**src/rtl/deser_pack_if.sv**
```systemverilog
// Beat-side and word-side req/ack signals of the deserialiser/packer.
// The DUT takes the slave view; the producer/consumer environment takes the master view.
interface deser_pack_if #(
    parameter int dw = 8,
    parameter int K  = 4,
    parameter int CW = 3
);
    logic [dw-1:0]   d_in;
    logic            last_in;
    logic            req_in;
    logic            ack_in;
    logic [K*dw-1:0] d_out;
    logic [CW-1:0]   nb_out;
    logic            last_out;
    logic            req_out;
    logic            ack_out;

    modport slave (
        input  d_in, last_in, req_in, ack_out,
        output ack_in, d_out, nb_out, last_out, req_out
    );

    modport master (
        output d_in, last_in, req_in, ack_out,
        input  ack_in, d_out, nb_out, last_out, req_out
    );
endinterface

```
**src/rtl/deser_pack.sv**
```systemverilog
// Packs K narrow beats into one wide word; last_in flushes a partial word early.
// The packed word sits in a registered req/ack output stage with same-cycle drain and refill.
module deser_pack #(
    parameter int dw = 8,
    parameter int K  = 4,
    parameter int CW = 3
) (
    input  logic         clk,
    input  logic         rstn,
    deser_pack_if.slave  bus
);
    localparam int CNTW = (K > 2) ? $clog2(K) : 1;
    localparam logic [CNTW-1:0] CNT_LAST = CNTW'(K - 1);

    logic [CNTW-1:0] cnt_q;
    logic [K*dw-1:0] buf_q;
    logic [K*dw-1:0] buf_d;
    logic [K*dw-1:0] word_d;
    logic [K*dw-1:0] d_out_q;
    logic [CW-1:0]   nb_out_q;
    logic            last_out_q;
    logic            req_out_q;
    logic            completing;
    logic            ack_in;
    logic            beat_acc;

    // A completing beat needs the output register free (or draining this cycle).
    always_comb begin
        completing = (cnt_q == CNT_LAST) || bus.last_in;
        ack_in     = completing ? (~req_out_q | bus.ack_out) : 1'b1;
        beat_acc   = bus.req_in & ack_in;
        buf_d      = buf_q;
        word_d     = '0;
        for (int i = 0; i < K; i++) begin
            if (i < int'(cnt_q)) begin
                word_d[i*dw +: dw] = buf_q[i*dw +: dw];
            end else if (i == int'(cnt_q)) begin
                word_d[i*dw +: dw] = bus.d_in;
                buf_d[i*dw +: dw]  = bus.d_in;
            end
        end
    end

    always_ff @(posedge clk or negedge rstn) begin
        if (!rstn) begin
            cnt_q      <= '0;
            buf_q      <= '0;
            d_out_q    <= '0;
            nb_out_q   <= '0;
            last_out_q <= 1'b0;
            req_out_q  <= 1'b0;
        end else if (beat_acc && completing) begin
            d_out_q    <= word_d;
            nb_out_q   <= CW'(cnt_q) + CW'(1);
            last_out_q <= bus.last_in;
            req_out_q  <= 1'b1;
            cnt_q      <= '0;
            buf_q      <= '0;
        end else begin
            if (req_out_q && bus.ack_out) begin
                req_out_q <= 1'b0;
            end
            if (beat_acc) begin
                buf_q <= buf_d;
                cnt_q <= cnt_q + CNTW'(1);
            end
        end
    end

    assign bus.ack_in   = ack_in;
    assign bus.d_out    = d_out_q;
    assign bus.nb_out   = nb_out_q;
    assign bus.last_out = last_out_q;
    assign bus.req_out  = req_out_q;
endmodule
```
**src/flat_wrapper.sv**
```systemverilog
// flat-port wrapper written by rule: the top's interface ports become plain ports
module deser_pack_flat 
#(
    parameter int dw = 8,
    parameter int K  = 4,
    parameter int CW = 3
)
  (clk, rstn, bus_d_in, bus_last_in, bus_req_in, bus_ack_out, bus_ack_in, bus_d_out, bus_nb_out, bus_last_out, bus_req_out);
  deser_pack_if #(.dw(dw), .K(K), .CW(CW)) bus_i ();
  input  logic clk;
  input  logic rstn;
  input wire logic [$bits(bus_i.d_in)-1:0] bus_d_in;
  input wire logic [$bits(bus_i.last_in)-1:0] bus_last_in;
  input wire logic [$bits(bus_i.req_in)-1:0] bus_req_in;
  input wire logic [$bits(bus_i.ack_out)-1:0] bus_ack_out;
  output wire logic [$bits(bus_i.ack_in)-1:0] bus_ack_in;
  output wire logic [$bits(bus_i.d_out)-1:0] bus_d_out;
  output wire logic [$bits(bus_i.nb_out)-1:0] bus_nb_out;
  output wire logic [$bits(bus_i.last_out)-1:0] bus_last_out;
  output wire logic [$bits(bus_i.req_out)-1:0] bus_req_out;
  assign bus_i.d_in = bus_d_in;
  assign bus_i.last_in = bus_last_in;
  assign bus_i.req_in = bus_req_in;
  assign bus_i.ack_out = bus_ack_out;
  assign bus_ack_in = bus_i.ack_in;
  assign bus_d_out = bus_i.d_out;
  assign bus_nb_out = bus_i.nb_out;
  assign bus_last_out = bus_i.last_out;
  assign bus_req_out = bus_i.req_out;
  deser_pack #(.dw(dw), .K(K), .CW(CW)) u_core (.clk(clk), .rstn(rstn), .bus(bus_i));
endmodule
```
**config.mk**
```make
export PLATFORM = sky130hd
export DESIGN_NAME = deser_pack_flat
export DESIGN_NICKNAME = d
export VERILOG_FILES = /design/src/rtl/deser_pack_if.sv /design/src/rtl/deser_pack.sv /design/src/flat_wrapper.sv
export SDC_FILE = /design/constraint.sdc
export NUM_CORES = 1
export LEC_CHECK = 0
export BUFFER_PORTS_ARGS = -buffer_cell sky130_fd_sc_hd__buf_4
export CORE_MARGIN = 4
export CORE_UTILIZATION = 56
export DETAILED_ROUTE_END_ITERATION = 8
export HOLD_SLACK_MARGIN = 0.08
export PLACE_DENSITY_LB_ADDON = 0.05
export SLEW_MARGIN = 5
export SYNTH_ARGS = -nofsm -noshare
export SYNTH_HDL_FRONTEND = slang
export SYNTH_SLANG_ARGS = --single-unit
export TNS_END_PERCENT = 100
```
**constraint.sdc**
```tcl
create_clock -name clk -period 4.8 [get_ports clk]
set_input_delay 0.72 -clock clk [delete_from_list [all_inputs] [get_ports clk]]
set_output_delay 0.72 -clock clk [all_outputs]
set_load 0.1 [all_outputs]
```
=== Word level (Yosys, flattened, before mapping) ===
Cells that the tools add are included.

* $lt $le $gt $ge: 3
* Bitwise gates (word level): 3
* Equal/unequal tests: 7
* Reductions and logical operators: 12
* Add/sub/neg operators: 2
* Mux-type cells: 20

{| class="wikitable"
|+ Operators with widths
! kind !! count
|-
| 2-to-1 mux 8 bit || 13
|-
| 2-to-1 mux 24 bit || 2
|-
| nonzero test 2 bit || 5
|-
| AND reduction 3 bit || 3
|-
| != test 2 bit (second input constant) || 3
|-
| == test 2 bit (first input constant) || 2
|-
| less-than comparator 1 x 2 -> 1 bit (first input constant) || 2
|-
| 2-to-1 mux 2 bit || 2
|-
| adder 2 x 1 -> 3 bit (second input constant) || 1
|-
| 2-to-1 mux 1 bit || 3
|-
| adder 2 x 1 -> 2 bit (second input constant) || 1
|-
| == test 1 x 2 -> 1 bit (first input constant) || 1
|-
| == test 2 bit (second input constant) || 1
|-
| logical AND 1 bit || 2
|-
| logical NOT 2 bit || 1
|-
| less-than comparator 2 bit (first input constant) || 1
|-
| bitwise AND 1 bit || 1
|-
| logical OR 1 bit || 1
|-
| NOT 1 bit || 1
|-
| OR 1 bit || 1
|}

* Output and inout port bits: 38
* Register bits after elaboration: 63
* Logic and storage cells: 55
* Bits of input ports: 13

=== Logic depth before layout (Yosys ltp) ===
Gate-level depths: netlist of run 1.

* Depth after elaboration: 7
* Gate-level depth with buffers: 8
* Depth with buffers taken out: 5

=== Worst setup path before layout of run 1 ===
Ideal clock, no wire load.

* Kind: flip-flop to output port
* Start point: register u_core.req_out_q (netlist: u_core.bus.req_out)
* End point: output port bus_ack_in
* Arrival: 1.694 ns
* Setup slack: 2.386 ns
* Cell stages (with the launch flop): 4
* Buffers on the path: 1
* Path through: dfrtp_1 nand2b_1 buf_2 or2_2

* Cells in the longest elaborated chain, start to end: 3

{| class="wikitable"
|+ Ends and longest elaborated chain
! what !! line !! text
|-
| start, declared || deser_pack.sv:22 || <nowiki>logic req_out_q;</nowiki>
|-
| start signal, assigned || deser_pack.sv:51 || <nowiki>req_out_q <= 1'b0;</nowiki>
|-
| start signal, assigned || deser_pack.sv:56 || <nowiki>req_out_q <= 1'b1;</nowiki>
|-
| start signal, assigned || deser_pack.sv:61 || <nowiki>req_out_q <= 1'b0;</nowiki>
|-
| NOT 1 bit || deser_pack.sv:30 || <nowiki>ack_in = completing ? (~req_out_q | bus.ack_out) : 1'b1;</nowiki>
|-
| OR 1 bit || deser_pack.sv:30 ||
|-
| 2-to-1 mux 1 bit || deser_pack.sv:30 ||
|-
| end, declared || flat_wrapper.sv:16 || <nowiki>output wire logic [$bits(bus_i.ack_in)-1:0] bus_ack_in;</nowiki>
|}

No other way between the ends.

=== Worst setup path in the final report of run 1 ===
* Start point: register u_core.cnt_q[1]
* End point: output port bus_ack_in

* Cells in the longest elaborated chain, start to end: 3

{| class="wikitable"
|+ Ends and longest elaborated chain
! what !! line !! text
|-
| start, declared || deser_pack.sv:15 || <nowiki>logic [CNTW-1:0] cnt_q;</nowiki>
|-
| start signal, assigned || deser_pack.sv:65 || <nowiki>cnt_q <= cnt_q + CNTW'(1);</nowiki>
|-
| == test 2 bit || deser_pack.sv:29 || <nowiki>completing = (cnt_q == CNT_LAST) || bus.last_in;</nowiki>
|-
| logical OR 1 bit || deser_pack.sv:29 ||
|-
| 2-to-1 mux 1 bit || deser_pack.sv:30 ||
|}

No other way between the ends.

==> results of run 1 <==
## cells by family after synthesis
family | synth area share
adder cells (fa/ha/maj) | 0.0176
buffers and inverters | 0.0516
AND/OR/NAND/NOR | 0.0869
AO/OA/AOI/OAI | 0.153
multiplexers | 0.135
flip-flops | 0.556
## Yosys cell counts (4+ instances only)
master,n
a22o_1,32
mux2_2,13
nand3_1,17
ha_1,4
buf_2,9
dfrtp_1,63
inv_1,11
o211ai_1,8
nand2_1,19
mux2_1,21
o21ai_0,11
clkbuf_1,5
## worst max-delay path, stage by stage (launching register included)
cell     delay [ns]
dfrtp_1        0.59
ha_1           0.62
nor2_2         0.27
or2_2          0.35
buf_4          0.23
## placed cells by master (no fill, tap or decap)
cell type and instances:
a21o_1 1, a22o_1 32, and2_0 1, and3_1 2, buf_4 51, bufinv_16 1, clkbuf_1 1, clkbuf_8 11
dfrtp_1 63, ha_1 4, inv_1 11, mux2_1 21, mux2_2 13, nand2_1 19, nand2b_1 2, nand3_1 17
nand3b_4 1, nor2_2 1, nor2b_1 1, nor3b_1 1, o211ai_1 8, o211ai_2 2, o21a_1 1, o21ai_0 11
or2_2 1, or3_1 2
## stage by stage
stage / util / setup WS, ns / total power, uW / cells
floorplan: - / 2.39 / 1570 / 234
finish: 0.703 / 1.68 / 2220 / 346
global route: 0.703 / 1.53 / 2320 / 346
detailed placement: 0.664 / 2.04 / 1790 / 333
global placement: 0.664 / 2.09 / 1780 / 333
CTS: 0.703 / 1.67 / 2230 / 346
## cell type report
type / count / area, um^2
multi-input cells: 141 / 1110
inverters: 11 / 41.3
clock buffers: 12 / 155
repair buffers: 51 / 383
flip-flops and latches: 63 / 1580
clock inverters: 1 / 30.0
well taps: 67 / 83.8
fillers: 398 / 1430
## power groups by stage
stage	sequential [uW]	clock (uW)	combinational (uW)
2_1_floorplan	1330	0	241
3_3_place_gp	750	0	1030
3_5_place_dp	753	0	1030
4_1_cts	746	449	1040
5_1_grt	764	480	1080
6_report	746	447	1030
## flip-flops by register name (all words and copies together) (netlist names)
name                 count
u_core.cnt_q             2
u_core.bus.req_out       1
u_core.buf_q            24
u_core.bus.nb_out        3
u_core.bus.last_out      1
u_core.bus.d_out        32
## metal layers
layer  GRT usage  wire, um  vias to the layer above
met2       0.274      2500                       61
met5           0         0                        -
met1       0.310      2840                      959
li1            -         -                      924
met3      0.0499       386                       11
met4      0.0876       138                        0
## worst max-delay path by stage
stage	startpoint	to	slack, ns	cells past startpoint
floorplan	u_core.bus.req_out	bus_ack_in	2.39	3
finish	u_core.cnt_q[1]	bus_ack_in	1.68	4
detailed placement	u_core.cnt_q[1]	bus_ack_in	2.04	4
CTS	u_core.cnt_q[1]	bus_ack_in	1.67	4
global route	u_core.cnt_q[1]	bus_ack_in	1.53	4
global placement	u_core.cnt_q[1]	bus_ack_in	2.09	4
==> results by group, run 1 <==
Status
  – Outcome: finished, final reports clean

Power and ir drop
  – Reg power frac: 0.336
  – Leak pwr: 0.00167 uW
  – Gate power share: 0.463
  – Peak supply drop: 432 uV
  – Clock group share of total power: 0.201
  – Net switching share of the total power: 0.474
  – Internal power of the cells: 1170 uW
  – NetSw: 1050 uW
  – Power Density: 657 nW/um^2

Layout
  – Area Growth Syn to Fin: 19.3%
  – Share of final-layout standard cells stronger than drive strength 1: 0.290
  – Design area: 3380 um^2
  – Ant diodes: 0
  – Total number of nets in the final design: 294

Yosys
  – Most frequently used flop master after synthesis: dfrtp_1
  – Yosys top cell by area: dfrtp_1
  – Number of synthesized flops with an enable pin: 0
  – Cell types occupying the most area after synthesis: dfrtp_1 56%, a22o_1 9.9%, mux2_1 8.3%
  – Synth Warn #: 0
  – Synthesis-stage register bit count: 63
  – Post-synth net total: 251
  – FFs w/ async S/R, synth: 1.00
  – Count of mapped cells out of synthesis: 234
  – Per-instance average area after synthesis: 12.1 um^2
  – Synth Cell Area: 2840 um^2
  – Count of different cell masters after synthesis: 27
  – Sequential-to-total area share from yosys stat: 0.556
  – Fraction of synthesized cell area taken by the top area cell type: 0.556

Die
  – Vertical extent of the die: 79.2 um
  – Total number of placement rows: 25
  – Area inside the core boundary: 4820 um^2
  – Effective utilization at floorplan: 0.589
  – Die Wd: 79.2 um
  – IO Count: 51
  – Die Outline Area: 6270 um^2

Clock network
  – Clock latency at the later pin of the worst-skew pair: 0.34 ns
  – Buffers from clock root to sink, at most: 2
  – Depth of the CTS H-tree: 3
  – Number of buffers added by the clock tree synthesis step: 9
  – Clk sink count: 63
  – Setup Buffers After CTS: 0
  – CTS tree: yes
  – Root buffer selected by CTS: clkbuf_8
  – Hold buffers post-CTS: 0
  – Clk pin slew, worst setup/hold paths: 0.06 ns
  – Post-CTS Resized: 0

STA
  – Part of the cycle the worst path needs: 0.650
  – Finish-stage setup viols: 0
  – Fmax: 321 MHz
  – Final Hold Fails: 0
  – Final max-slew violation count: 0
  – Least-Margin Pin Slew: 1.03 ns
  – Slew Limit Headroom: 0.312
  – Shortest period the worst path allows: 3.12 ns
  – Unrepaired setup endpoints after global routing: no
  – Tightest hold margin: 0.459 ns
  – Post-route setup TNS: 0 ns
  – Maximum clock skew at final layout: 0.00676 ns

Placement
  – Buffers on Ports: 50
  – Estimated wirelength of the detail-placed design: 3750 um
  – Final GP Congestion: 0.782
  – Placement Cell Area: 3200 um^2

Worst setup path
  – Crit Path Class: reg2out
  – Startpoint of the lowest-slack register-to-register path: u_core.cnt_q[1]
  – Arrival @ worst endpoint: 2.40 ns
  – FF-to-FF setup slack: 2.15 ns
  – Kind of capture point of the worst setup path: output port
  – End of the worst register-to-register path: u_core.bus.d_out[9]
  – Startpoint Class: flop
  – Maximum fanout along the worst path: 21
  – Critical path data required time: 4.08 ns
  – R2R depth: 4

Route
  – Total via count after detailed routing: 1955
  – Total wirelength of the detailed-routed design: 5870 um
  – Count of TritonRoute iterations in the first routing pass: 4
  – Number of remaining DRC errors: 0
  – Antenna Violating Nets Remaining: 0
  – Via-per-instance ratio: 5.65
  – Detailed-route wire length per cell: 17.0 um
  – Initial drt markers: 193

GRT
  – Global route total overflow: 0
  – Pin count of the biggest net entering global routing: 64
  – Number of global-route vias before repair: 1864
  – Wire length of the first global-routing pass: 9540 um
  – Antenna violations before repair: 0
  – Overall fraction of global-route tracks in use: 0.204

Run
  – Max-cap check violation count: 0

Worst hold path
  – Class of the tightest hold or removal check: in2async
(Power assumes the default switching activity.)
==> run 2: changes to the inputs <==
--- a/config.mk
+++ b/config.mk
@@ -7,7 +7,7 @@
 export LEC_CHECK = 0
 export BUFFER_PORTS_ARGS = -buffer_cell sky130_fd_sc_hd__buf_4
 export CORE_MARGIN = 4
-export CORE_UTILIZATION = 56
+export CORE_UTILIZATION = 55
 export DETAILED_ROUTE_END_ITERATION = 8
 export HOLD_SLACK_MARGIN = 0.08
 export PLACE_DENSITY_LB_ADDON = 0.05
==> constraint.sdc (replaced) <==
create_clock -name clk -period 2.92 [get_ports clk]
set_input_delay 0.438 -clock clk [delete_from_list [all_inputs] [get_ports clk]]
set_output_delay 0.438 -clock clk [all_outputs]
set_load 0.1 [all_outputs]
==> results by group, run 2 (synthesis gave the netlist of run 1 again) <==
Route
  – Via-per-instance ratio: 5.65
  – Count of TritonRoute iterations in the first routing pass: 4
  – Total via count after detailed routing: 1979
  – Initial drt markers: 126
  – Detailed-route wire length per cell: 17.6 um
  – Total wirelength of the detailed-routed design: 6150 um
  – Number of remaining DRC errors: 0
  – Antenna Violating Nets Remaining: 0

Layout
  – Ant diodes: 0
  – Leading cell type in the layout, fill and taps excluded: dfrtp_1
  – Share of final-layout standard cells stronger than drive strength 1: 0.300
  – Most used cells in the layout excluding fill and tap cells: 63 x dfrtp_1, 52 x buf_4, 32 x a22o_1, 21 x mux2_1, 19 x nand2_1
  – Number of flip-flops under the largest register name: 32
  – FILL cells: 366
  – Area Growth Syn to Fin: 20.9%
  – Total number of nets in the final design: 295

GRT
  – Overall fraction of global-route tracks in use: 0.209
  – Global route total overflow: 0
  – Number of global-route vias before repair: 1932
  – Pin count of the biggest net entering global routing: 64
  – Antenna violations before repair: 0
  – Wire length of the first global-routing pass: 10100 um

STA
  – Fmax: 392 MHz
  – Post-route setup TNS: 0 ns
  – Final Hold Fails: 0
  – Final max-slew violation count: 0
  – Shortest period the worst path allows: 2.55 ns
  – Least-Margin Pin Slew: 1.19 ns
  – Maximum clock skew at final layout: 0.0127 ns
  – Slew Limit Headroom: 0.205
  – Part of the cycle the worst path needs: 0.873
  – Unrepaired setup endpoints after global routing: no
  – Finish-stage setup viols: 0
  – Tightest hold margin: 0.175 ns

Clock network
  – Clk sink count: 63
  – Setup Buffers After CTS: 0
  – Clock latency at the later pin of the worst-skew pair: 0.34 ns
  – Buffers from clock root to sink, at most: 2
  – Depth of the CTS H-tree: 3
  – Number of buffers added by the clock tree synthesis step: 9
  – Clk pin slew, worst setup/hold paths: 0.07 ns
  – Post-CTS Resized: 0
  – CTS tree: yes
  – Hold buffers post-CTS: 0
  – Root buffer selected by CTS: clkbuf_8

Power and ir drop
  – Leak pwr: 0.00169 uW
  – Power Density: 1100 nW/um^2
  – Peak supply drop: 1020 uV

Worst setup path
  – Startpoint Class: flop
  – Critical path data required time: 3.19 ns
  – Arrival @ worst endpoint: 2.82 ns
  – Maximum fanout along the worst path: 13
  – Kind of capture point of the worst setup path: flop
  – Crit Path Class: reg2reg

Die
  – Area inside the core boundary: 4850 um^2
  – Vertical extent of the die: 79.8 um
  – IO Count: 51
  – Die Wd: 79.8 um
  – Effective utilization at floorplan: 0.585
  – Die Outline Area: 6370 um^2
  – Total number of placement rows: 25

Placement
  – Buffers on Ports: 50
  – Estimated wirelength of the detail-placed design: 4040 um
  – Final GP Congestion: 0.757

Status
  – Outcome: finished, final reports clean

Run
  – Max-cap check violation count: 0

Worst hold path
  – Class of the tightest hold or removal check: in2async
==> run 2: routing by layer <==
metal	wire length [um]	up-vias	track usage
met3	286	10	0.0485
met1	2950	988	0.298
met2	2840	54	0.311
met5	0	-	0
met4	84	0	0.0794
li1	-	927	-
==> run 2: path summary, 6_finish.rpt <==
kind	from	to	slack, ns	cells past startpoint
setup / recovery	u_core.cnt_q[1]	u_core.buf_q[16]	0.37	4
hold / removal	rstn	u_core.bus.d_out[27]	0.17	1
setup reg to reg	u_core.cnt_q[1]	u_core.buf_q[16]	0.37	4
hold reg to reg	u_core.bus.d_out[14]	u_core.bus.d_out[14]	0.49	1
max in group asynchronous	rstn	u_core.buf_q[8]	2.22	1
min in group clk	bus_d_in[5]	u_core.bus.d_out[29]	0.40	2
==> run 2: through the flow <==
step	utilization	worst slack (ns)	instance area, um^2	power (uW)	instances
2_1_floorplan	-	0.788	2840	2580	234
3_3_place_gp	0.661	0.499	3210	2930	334
3_5_place_dp	0.661	0.451	3210	2950	334
4_1_cts	0.707	0.372	3430	3790	350
5_1_grt	0.707	0.0783	3430	3940	350
6_report	0.707	0.370	3430	3770	350
==> run 2: layout make-up <==
cell class                      instances  area (um^2)  area share
Sequential cell                        63         1580       0.460
Multi-Input combinational cell        141         1110       0.325
Timing Repair Buffer                   52          390       0.114
Clock buffer                           11          141      0.0412
Tap cell                               67         83.8      0.0244
Clock inverter                          5         81.3      0.0237
Inverter                               11         41.3      0.0120
==> run 2: where the power goes <==
part           internal, uW  leakage [uW]  total, uW  switching (uW)
clock                   504      0.000110        840             336
sequential             1090      0.000832       1230             142
combinational           407      0.000746       1700            1290
==> run 2: critical path, cell delays in order, from the launching register on <==
cell and delay [ns]:
dfrtp_1 0.52, ha_1 0.29, nor3b_1 0.97, and2_0 0.50, a22o_1 0.22
==> run 3: changes to the inputs <==
==> constraint.sdc (replaced) <==
create_clock -name clk -period 2.92 [get_ports clk]
set_input_delay 0.438 -clock clk [delete_from_list [all_inputs] [get_ports clk]]
set_output_delay 0.438 -clock clk [all_outputs]
set_load 0.005 [all_outputs]
==> results by group, run 3 (synthesis gave the netlist of run 1 again) <==
Status
  – Outcome: finished, final reports clean

Worst setup path
  – Crit Path Class: reg2out
  – Startpoint Class: flop
  – R2R depth: 4
  – Maximum fanout along the worst path: 20
  – Arrival @ worst endpoint: 2.07 ns
  – Critical path data required time: 2.48 ns
  – Kind of capture point of the worst setup path: output port

Clock network
  – CTS tree: yes
  – Depth of the CTS H-tree: 3
  – Clock latency at the later pin of the worst-skew pair: 0.33 ns
  – Root buffer selected by CTS: clkbuf_8
  – Post-CTS Resized: 0
  – Clk sink count: 63
  – Clk pin slew, worst setup/hold paths: 0.06 ns
  – Number of buffers added by the clock tree synthesis step: 9
  – Buffers from clock root to sink, at most: 2
  – Hold buffers post-CTS: 0
  – Setup Buffers After CTS: 0

Die
  – Die Wd: 79.8 um
  – IO Count: 51
  – Total number of placement rows: 25
  – Die Outline Area: 6370 um^2
  – Area inside the core boundary: 4850 um^2
  – Effective utilization at floorplan: 0.585
  – Vertical extent of the die: 79.8 um

Power and ir drop
  – NetSw: 738 uW
  – Internal power of the cells: 1830 uW
  – Gate power share: 0.272
  – Leak pwr: 0.00167 uW
  – Reg power frac: 0.478
  – Net switching share of the total power: 0.287
  – Power Density: 760 nW/um^2
  – Clock group share of total power: 0.250
  – Peak supply drop: 505 uV

GRT
  – Number of global-route vias before repair: 1900
  – Global route total overflow: 0
  – Wire length of the first global-routing pass: 9920 um
  – Pin count of the biggest net entering global routing: 64
  – Antenna violations before repair: 0
  – Overall fraction of global-route tracks in use: 0.209

Layout
  – Number of flip-flops under the largest register name: 32
  – FILL cells: 365
  – Area Growth Syn to Fin: 19.0%
  – Most used cells in the layout excluding fill and tap cells: 63 x dfrtp_1, 53 x buf_4, 32 x a22o_1, 21 x mux2_1, 19 x nand2_1
  – Leading cell type in the layout, fill and taps excluded: dfrtp_1
  – Share of final-layout standard cells stronger than drive strength 1: 0.294
  – Ant diodes: 0
  – Total number of nets in the final design: 296

Placement
  – Pre-CTS setup slack: 0.450 ns
  – Buffers on Ports: 50
  – Final GP Congestion: 0.768
  – Estimated wirelength of the detail-placed design: 4030 um

STA
  – Final Hold Fails: 0
  – Post-route setup TNS: 0 ns
  – Shortest period the worst path allows: 2.51 ns
  – Least-Margin Pin Slew: 1.07 ns
  – Part of the cycle the worst path needs: 0.859
  – Slew Limit Headroom: 0.282
  – Fmax: 399 MHz
  – Crit path setup slack, layout: 0.412 ns
  – Final max-slew violation count: 0
  – Maximum clock skew at final layout: 0.00746 ns
  – Finish-stage setup viols: 0
  – Unrepaired setup endpoints after global routing: no

Route
  – Total wirelength of the detailed-routed design: 6010 um
  – Count of TritonRoute iterations in the first routing pass: 4
  – Total via count after detailed routing: 1997
  – Via-per-instance ratio: 5.72
  – Initial drt markers: 144
  – Antenna Violating Nets Remaining: 0
  – Detailed-route wire length per cell: 17.2 um
  – Number of remaining DRC errors: 0

Worst hold path
  – Class of the tightest hold or removal check: in2async

Run
  – Max-cap check violation count: 0
## run 3: cell count changes in the layout (fill, tap and decap cells not counted), sizes merged
cell	delta
bufinv	-2
buf	+1
clkinv	-1
clkbuf	+2
clkinvlp	-1
## run 3: worst paths after layout
path | startpoint | endpoint | slack, ns
max | u_core.cnt_q[1] | bus_ack_in | 0.41
min | rstn | u_core.bus.d_out[12] | 0.19
max reg2reg | u_core.cnt_q[1] | u_core.buf_q[21] | 0.45
min reg2reg | u_core.bus.nb_out[2] | u_core.bus.nb_out[2] | 0.49
max in group asynchronous | rstn | u_core.bus.d_out[1] | 2.23
min in group clk | bus_d_in[0] | u_core.bus.d_out[24] | 0.40
## run 3: critical path, cell delays in order, from the launching register on
cell	delay (ns)
dfrtp_1	0.58
ha_1	0.24
buf_4	0.22
nor2_2	0.07
buf_4	0.18
or2_2	0.31
buf_4	0.14
## run 3: power by group through the flow
stage / clock, uW / combinational [uW] / sequential (uW)
floorplan: 0 / 390 / 1220
global placement: 0 / 694 / 1230
detailed placement: 0 / 708 / 1240
CTS: 660 / 710 / 1230
global route: 703 / 771 / 1260
finish: 642 / 697 / 1230
## run 3: routing by layer
| metal | track usage | up-vias | wire [um] |
|---|---|---|---|
| li1 | - | 932 | - |
| met1 | 0.283 | 984 | 2740 |
| met2 | 0.318 | 75 | 2770 |
| met3 | 0.0643 | 6 | 439 |
| met4 | 0.0709 | 0 | 60 |
| met5 | 0 | - | 0 |
## run 3: stage by stage
step,util,area (um^2),power [uW],hold slack [ns],cells
after floorplan,-,2840,1610,0.142,234
after global placement,0.663,3210,1930,0.467,335
after detailed placement,0.663,3210,1950,0.475,335
after CTS,0.697,3380,2600,0.201,349
after global routing,0.697,3380,2730,0.231,349
final,0.697,3380,2570,0.192,349
## run 3: cell type report
cell class	count	area (um^2)	area share
flip-flops and latches	63	1580	0.467
multi-input cells	141	1110	0.330
repair buffers	53	398	0.118
clock buffers	13	159	0.0470
well taps	67	83.8	0.0248
inverters	11	41.3	0.0122
clock inverters	1	5.00	0.00148
